## src/rtl/paralelo_serial_if.sv

```systemverilog
// Byte-stream handshake into the serializer and the serial-link outputs it drives.
// The master side is the upstream byte source; the slave side is the serializer.
interface paralelo_serial_if #(
  parameter int DATA_W = 8
) ();
  logic [DATA_W-1:0] data_in;
  logic              valid_in;
  logic              ready_out;
  logic              data_out;
  logic              active_out;
  logic              sync_out;

  modport master (
    output data_in,
    output valid_in,
    input  ready_out,
    input  data_out,
    input  active_out,
    input  sync_out
  );

  modport slave (
    input  data_in,
    input  valid_in,
    output ready_out,
    output data_out,
    output active_out,
    output sync_out
  );
endinterface

```

## src/rtl/paralelo_serial_tx.sv

```systemverilog
// Byte-to-bit serializer: sends NUM_COMMA alignment commas after reset, then
// forwards upstream bytes MSB first, filling empty frames with COMMA.
module paralelo_serial_tx #(
  parameter int                 DATA_W    = 8,
  parameter logic [DATA_W-1:0]  COMMA     = 8'hBC,
  parameter int                 NUM_COMMA = 4
) (
  input  logic              clk,
  input  logic              reset,
  paralelo_serial_if.slave  bus
);
  localparam int               BIT_W = $clog2(DATA_W);
  localparam logic [BIT_W-1:0] LAST  = BIT_W'(DATA_W - 1);

  typedef enum logic {ALIGN = 1'b0, RUN = 1'b1} state_t;

  state_t            state_q;
  state_t            state_d;
  logic [DATA_W-1:0] cur_byte;
  logic [BIT_W-1:0]  bit_cnt;
  logic [3:0]        comma_cnt;
  logic              cur_is_data;
  logic              data_out_q;
  logic              active_out_q;
  logic              frame_end;
  logic              comma_done;
  logic              ready;
  logic              accept;

  assign frame_end  = (bit_cnt == LAST);
  // comma_cnt saturates, so this fires exactly once per reset release
  assign comma_done = frame_end && !cur_is_data && (comma_cnt == 4'(NUM_COMMA - 1));

  // state register
  always_ff @(posedge clk) begin
    if (reset) state_q <= ALIGN;
    else       state_q <= state_d;
  end

  // next-state logic
  always_comb begin
    state_d = state_q;
    if (state_q == ALIGN && comma_done) state_d = RUN;
  end

  // output logic
  always_comb begin
    ready  = frame_end && (state_q == RUN);
    accept = ready && bus.valid_in;
  end

  // serializer datapath
  always_ff @(posedge clk) begin
    if (reset) begin
      cur_byte     <= COMMA;
      bit_cnt      <= '0;
      comma_cnt    <= '0;
      cur_is_data  <= 1'b0;
      data_out_q   <= 1'b0;
      active_out_q <= 1'b0;
    end else begin
      data_out_q   <= cur_byte[LAST - bit_cnt];
      active_out_q <= cur_is_data;
      bit_cnt      <= bit_cnt + BIT_W'(1);
      if (frame_end) begin
        if (!cur_is_data && comma_cnt < 4'(NUM_COMMA))
          comma_cnt <= comma_cnt + 4'd1;
        if (accept) begin
          cur_byte    <= bus.data_in;
          cur_is_data <= 1'b1;
        end else begin
          cur_byte    <= COMMA;
          cur_is_data <= 1'b0;
        end
      end
    end
  end

  assign bus.ready_out  = ready;
  assign bus.data_out   = data_out_q;
  assign bus.active_out = active_out_q;
  assign bus.sync_out   = (state_q == RUN);
endmodule

```

## src/flat_wrapper.sv

```systemverilog
// flat-port wrapper written by rule: the top's interface ports become plain ports
module paralelo_serial_tx_flat 
#(
  parameter int                 DATA_W    = 8,
  parameter logic [DATA_W-1:0]  COMMA     = 8'hBC,
  parameter int                 NUM_COMMA = 4
)
  (clk, reset, bus_data_in, bus_valid_in, bus_ready_out, bus_data_out, bus_active_out, bus_sync_out);
  paralelo_serial_if #(.DATA_W(DATA_W)) bus_i ();
  input  logic clk;
  input  logic reset;
  input wire logic [$bits(bus_i.data_in)-1:0] bus_data_in;
  input wire logic [$bits(bus_i.valid_in)-1:0] bus_valid_in;
  output wire logic [$bits(bus_i.ready_out)-1:0] bus_ready_out;
  output wire logic [$bits(bus_i.data_out)-1:0] bus_data_out;
  output wire logic [$bits(bus_i.active_out)-1:0] bus_active_out;
  output wire logic [$bits(bus_i.sync_out)-1:0] bus_sync_out;
  assign bus_i.data_in = bus_data_in;
  assign bus_i.valid_in = bus_valid_in;
  assign bus_ready_out = bus_i.ready_out;
  assign bus_data_out = bus_i.data_out;
  assign bus_active_out = bus_i.active_out;
  assign bus_sync_out = bus_i.sync_out;
  paralelo_serial_tx #(.DATA_W(DATA_W), .COMMA(COMMA), .NUM_COMMA(NUM_COMMA)) u_core (.clk(clk), .reset(reset), .bus(bus_i));
endmodule
```

## config.mk

```make
export PLATFORM = sky130hd
export DESIGN_NAME = paralelo_serial_tx_flat
export DESIGN_NICKNAME = d
export VERILOG_FILES = /design/src/rtl/paralelo_serial_if.sv /design/src/rtl/paralelo_serial_tx.sv /design/src/flat_wrapper.sv
export SDC_FILE = /design/constraint.sdc
export NUM_CORES = 1
export LEC_CHECK = 0
export CORE_MARGIN = 3
export CORE_UTILIZATION = 40
export CTS_CLUSTER_SIZE = 14
export DETAILED_ROUTE_END_ITERATION = 10
export MAX_ROUTING_LAYER = met4
export PLACE_DENSITY = 0.62
export SLEW_MARGIN = 10
export SYNTH_ARGS = -nofsm -noshare
export SYNTH_HDL_FRONTEND = slang
export SYNTH_SLANG_ARGS = --single-unit
```

## constraint.sdc

```tcl
create_clock -name clk -period 3.65 [get_ports clk]
set_input_delay 0.365 -clock clk [delete_from_list [all_inputs] [get_ports clk]]
set_output_delay 0.365 -clock clk [all_outputs]
set_load 0.02 [all_outputs]
```

==> impl_results.md <==
* Maximum clock path buffer count at 2
* Crit-path slowest cell: clkdlybuf4s50_1
* Met2 Use GR at 19.5%
* Final Setup Violations at 0
* GPL Wtd Cong at 0.723
* Largest net degree at the start of global routing at 15
* Cell area after synthesis at 709 um^2
* Top cells by area, synth: dfxtp_1 54%, o22a_1 6.2%, ha_1 5.3%
* Leak at 0.355 nW
* DR pass1 iterations at 4
* CP Cell Sequence: ha_1 > ha_1 > and2_1 > clkdlybuf4s50_1
* GRT overflow at 0
* TritonCTS buffer count at 3
* Maximum vdd drop at 0.328 mV
* Post-route setup TNS at 0 ns
* Yosys reg bits at 19
* Reg-to-reg startpoint: u_core.bit_cnt[1]
* First DRT Iteration DRCs at 7
* GRT busiest layer: met2
* Nets at 97
* Die height at 48.1 um
* Reg-to-reg slack, setup at 2.08 ns
* Hold path endpoint: u_core.cur_byte[4]
* GRT Overall Usage at 13.6%
* Sequential fraction of the synthesis area at 53.6%
* Drt total wl at 1240 um
* Arrival @ worst endpoint at 1.88 ns
* GR Util met3 at 6.64%
* Most frequent cells in the layout: 19 x dfxtp_1, 14 x clkdlybuf4s50_1, 6 x nor2_1
* Max-slew violation count at 0
* Die Footprint at 2320 um^2
* Outcome: complete, no violations
* Max Fclk at 0.445 GHz
* Mean area per synthesized cell at 10.9 um^2
* Hold Startpoint: u_core.cur_byte[4]
* Worst Path Max Fanout at 6
* Post-synth EDFFs at 0
* Hold Path Class: reg2reg
* Top cell by count, worst path: ha_1
* Wire length per cell after detailed routing at 11.7 um
* # hold bufs at CTS at 0
* Filler cells at 154
* Post-route ant nets at 0
* Worst-Skew Late Latency at 0.29 ns
* Initial antenna violation count at 0
* Port bufs at 14
* PostCTS Resize Cnt at 0
* Worst-margin pin slew at 0.438 ns
* Clk sink count at 19
* Synth top area share at 53.6%
* Final Skew at 0.00400 ns
* ANT cells at 0
* Synth warn at 0
* Layout cell share with drive strength beyond 1 at 6.10%
* P per Cell Area at 386 nW/um^2
* First-pass GRT wire length at 2090 um
* Starting Density at 44.5%
* Syn-to-layout area delta at 27.2%
* Vias at 525
* Syn_nets at 79
* Async SR Flop Fraction at 0%
* Post-synthesis cell count at 65
* Postcts setup bufs at 0
* Top FF cell, synth: dfxtp_1
* Site Rows at 14
* Worst Hold Depth at 1
* M1 GR Usage at 17.1%
* Die W at 48.1 um
* Total power at 0.348 mW
* Cell variety after synth at 25
* RSZ-0062 raised after global routing: false
* R2R depth at 5
* Final worst path period share at 61.6%
* HPWL after DPL at 915 um
* Most common cell after layout, fill and taps aside: dfxtp_1
* CP max stage delay at 0.61 ns
* CTS root buffer: clkbuf_4
* DRC viols at 0
* Hold Fails Final Rpt at 0
* RR Endpoint: u_core.cur_byte[2]
* Crit path launch type: flip-flop
* Area leader, netlist: dfxtp_1
* Via-to-Cell Ratio at 4.95
* Max cap viols at 0
* CTS tree: built
* Htree depth at 1
* Endpoint class of the critical path: primary output
* Std-Cell Core Area at 1590 um^2
* Fin crit period at 2.25 ns
* Slew Limit Headroom at 70.7%
* CP required at 3.28 ns
* Vias in the first global route at 469
* Setup CP Type: reg2out
* Final core utilization at 56.6%
* Worst-path clk slew at 0.10 ns
* Ports at 15
## worst max-delay path by stage
| stage | to | cells past startpoint | startpoint | slack [ns] |
|---|---|---|---|---|
| floorplan | u_core.cur_byte[2] | 5 | u_core.bit_cnt[1] | 2.12 |
| global placement | bus_ready_out | 4 | u_core.bit_cnt[1] | 1.76 |
| detailed placement | bus_ready_out | 4 | u_core.bit_cnt[1] | 1.73 |
| CTS | bus_ready_out | 4 | u_core.bit_cnt[1] | 1.39 |
| global route | bus_ready_out | 4 | u_core.bit_cnt[1] | 1.21 |
| finish | bus_ready_out | 4 | u_core.bit_cnt[1] | 1.40 |
## worst max-delay path, delay by kind of cell, from the launching register on
kind,cells,cell delay (ns)
DFF,1,0.44
adders and majority gates,2,0.37
and+or+nand+nor,1,0.17
buffers and inverters,1,0.61
## registers in the layout (all words and copies together), names as in the netlist
| name | count |
|---|---|
| u_core.cur_byte | 8 |
| u_core.bus.data_out | 1 |
| u_core.bus.active_out | 1 |
| u_core.bus.sync_out | 1 |
| u_core.cur_is_data | 1 |
| u_core.comma_cnt | 4 |
| u_core.bit_cnt | 3 |
## synth_stat cells (2+ instances only)
cell type	instances
a21oi_1	2
o22a_1	5
nand3_1	2
a31oi_1	2
o21ai_0	2
a22o_1	3
nor2_1	6
mux2i_1	2
nor2b_1	4
dfxtp_1	19
nand2_1	2
ha_1	3
## stage by stage
stage / hold slack [ns] / instances / instance area (um^2) / setup slack [ns]
finish: 0.469 / 106 / 902 / 1.40
global route: 0.493 / 106 / 902 / 1.21
CTS: 0.479 / 106 / 902 / 1.39
detailed placement: 0.454 / 102 / 876 / 1.73
global placement: 0.444 / 102 / 876 / 1.76
floorplan: 0.431 / 65 / 709 / 2.12
## cells by family after synthesis
group	synth area share (%)
adder cells (fa/ha/maj)	5.29
AO/OA/AOI/OAI	16.8
flip-flops	53.6
buffers and inverters	1.06
multiplexers	6.00
AND/OR/NAND/NOR	17.3
## power by group
group          switching, mW  leakage (nW)  internal [mW]
Clock                 0.0605        0.0150         0.0425
Sequential           0.00470         0.154          0.211
Combinational         0.0102         0.186         0.0191
Total                 0.0754         0.355          0.273
## metal layers
| metal | share of wire (%) | vias up |
|---|---|---|
| li1 | - | 275 |
| met1 | 51 | 233 |
| met2 | 42 | 15 |
| met3 | 5.5 | 2 |
| met4 | 1.1 | 0 |
| met5 | 0 | - |
## final cells by class
| cell class | instances | area, um^2 | share of cell area [%] |
|---|---|---|---|
| sequential | 19 | 380 | 42.2 |
| multi-input combinational | 44 | 322 | 35.6 |
| inverter | 1 | 3.75 | 0.416 |
| tap | 24 | 30.0 | 3.33 |
| clock buffer | 4 | 26.3 | 2.91 |
| timing repair buffer | 14 | 140 | 15.5 |
Note: power is estimated with default switching activity, not from simulation.
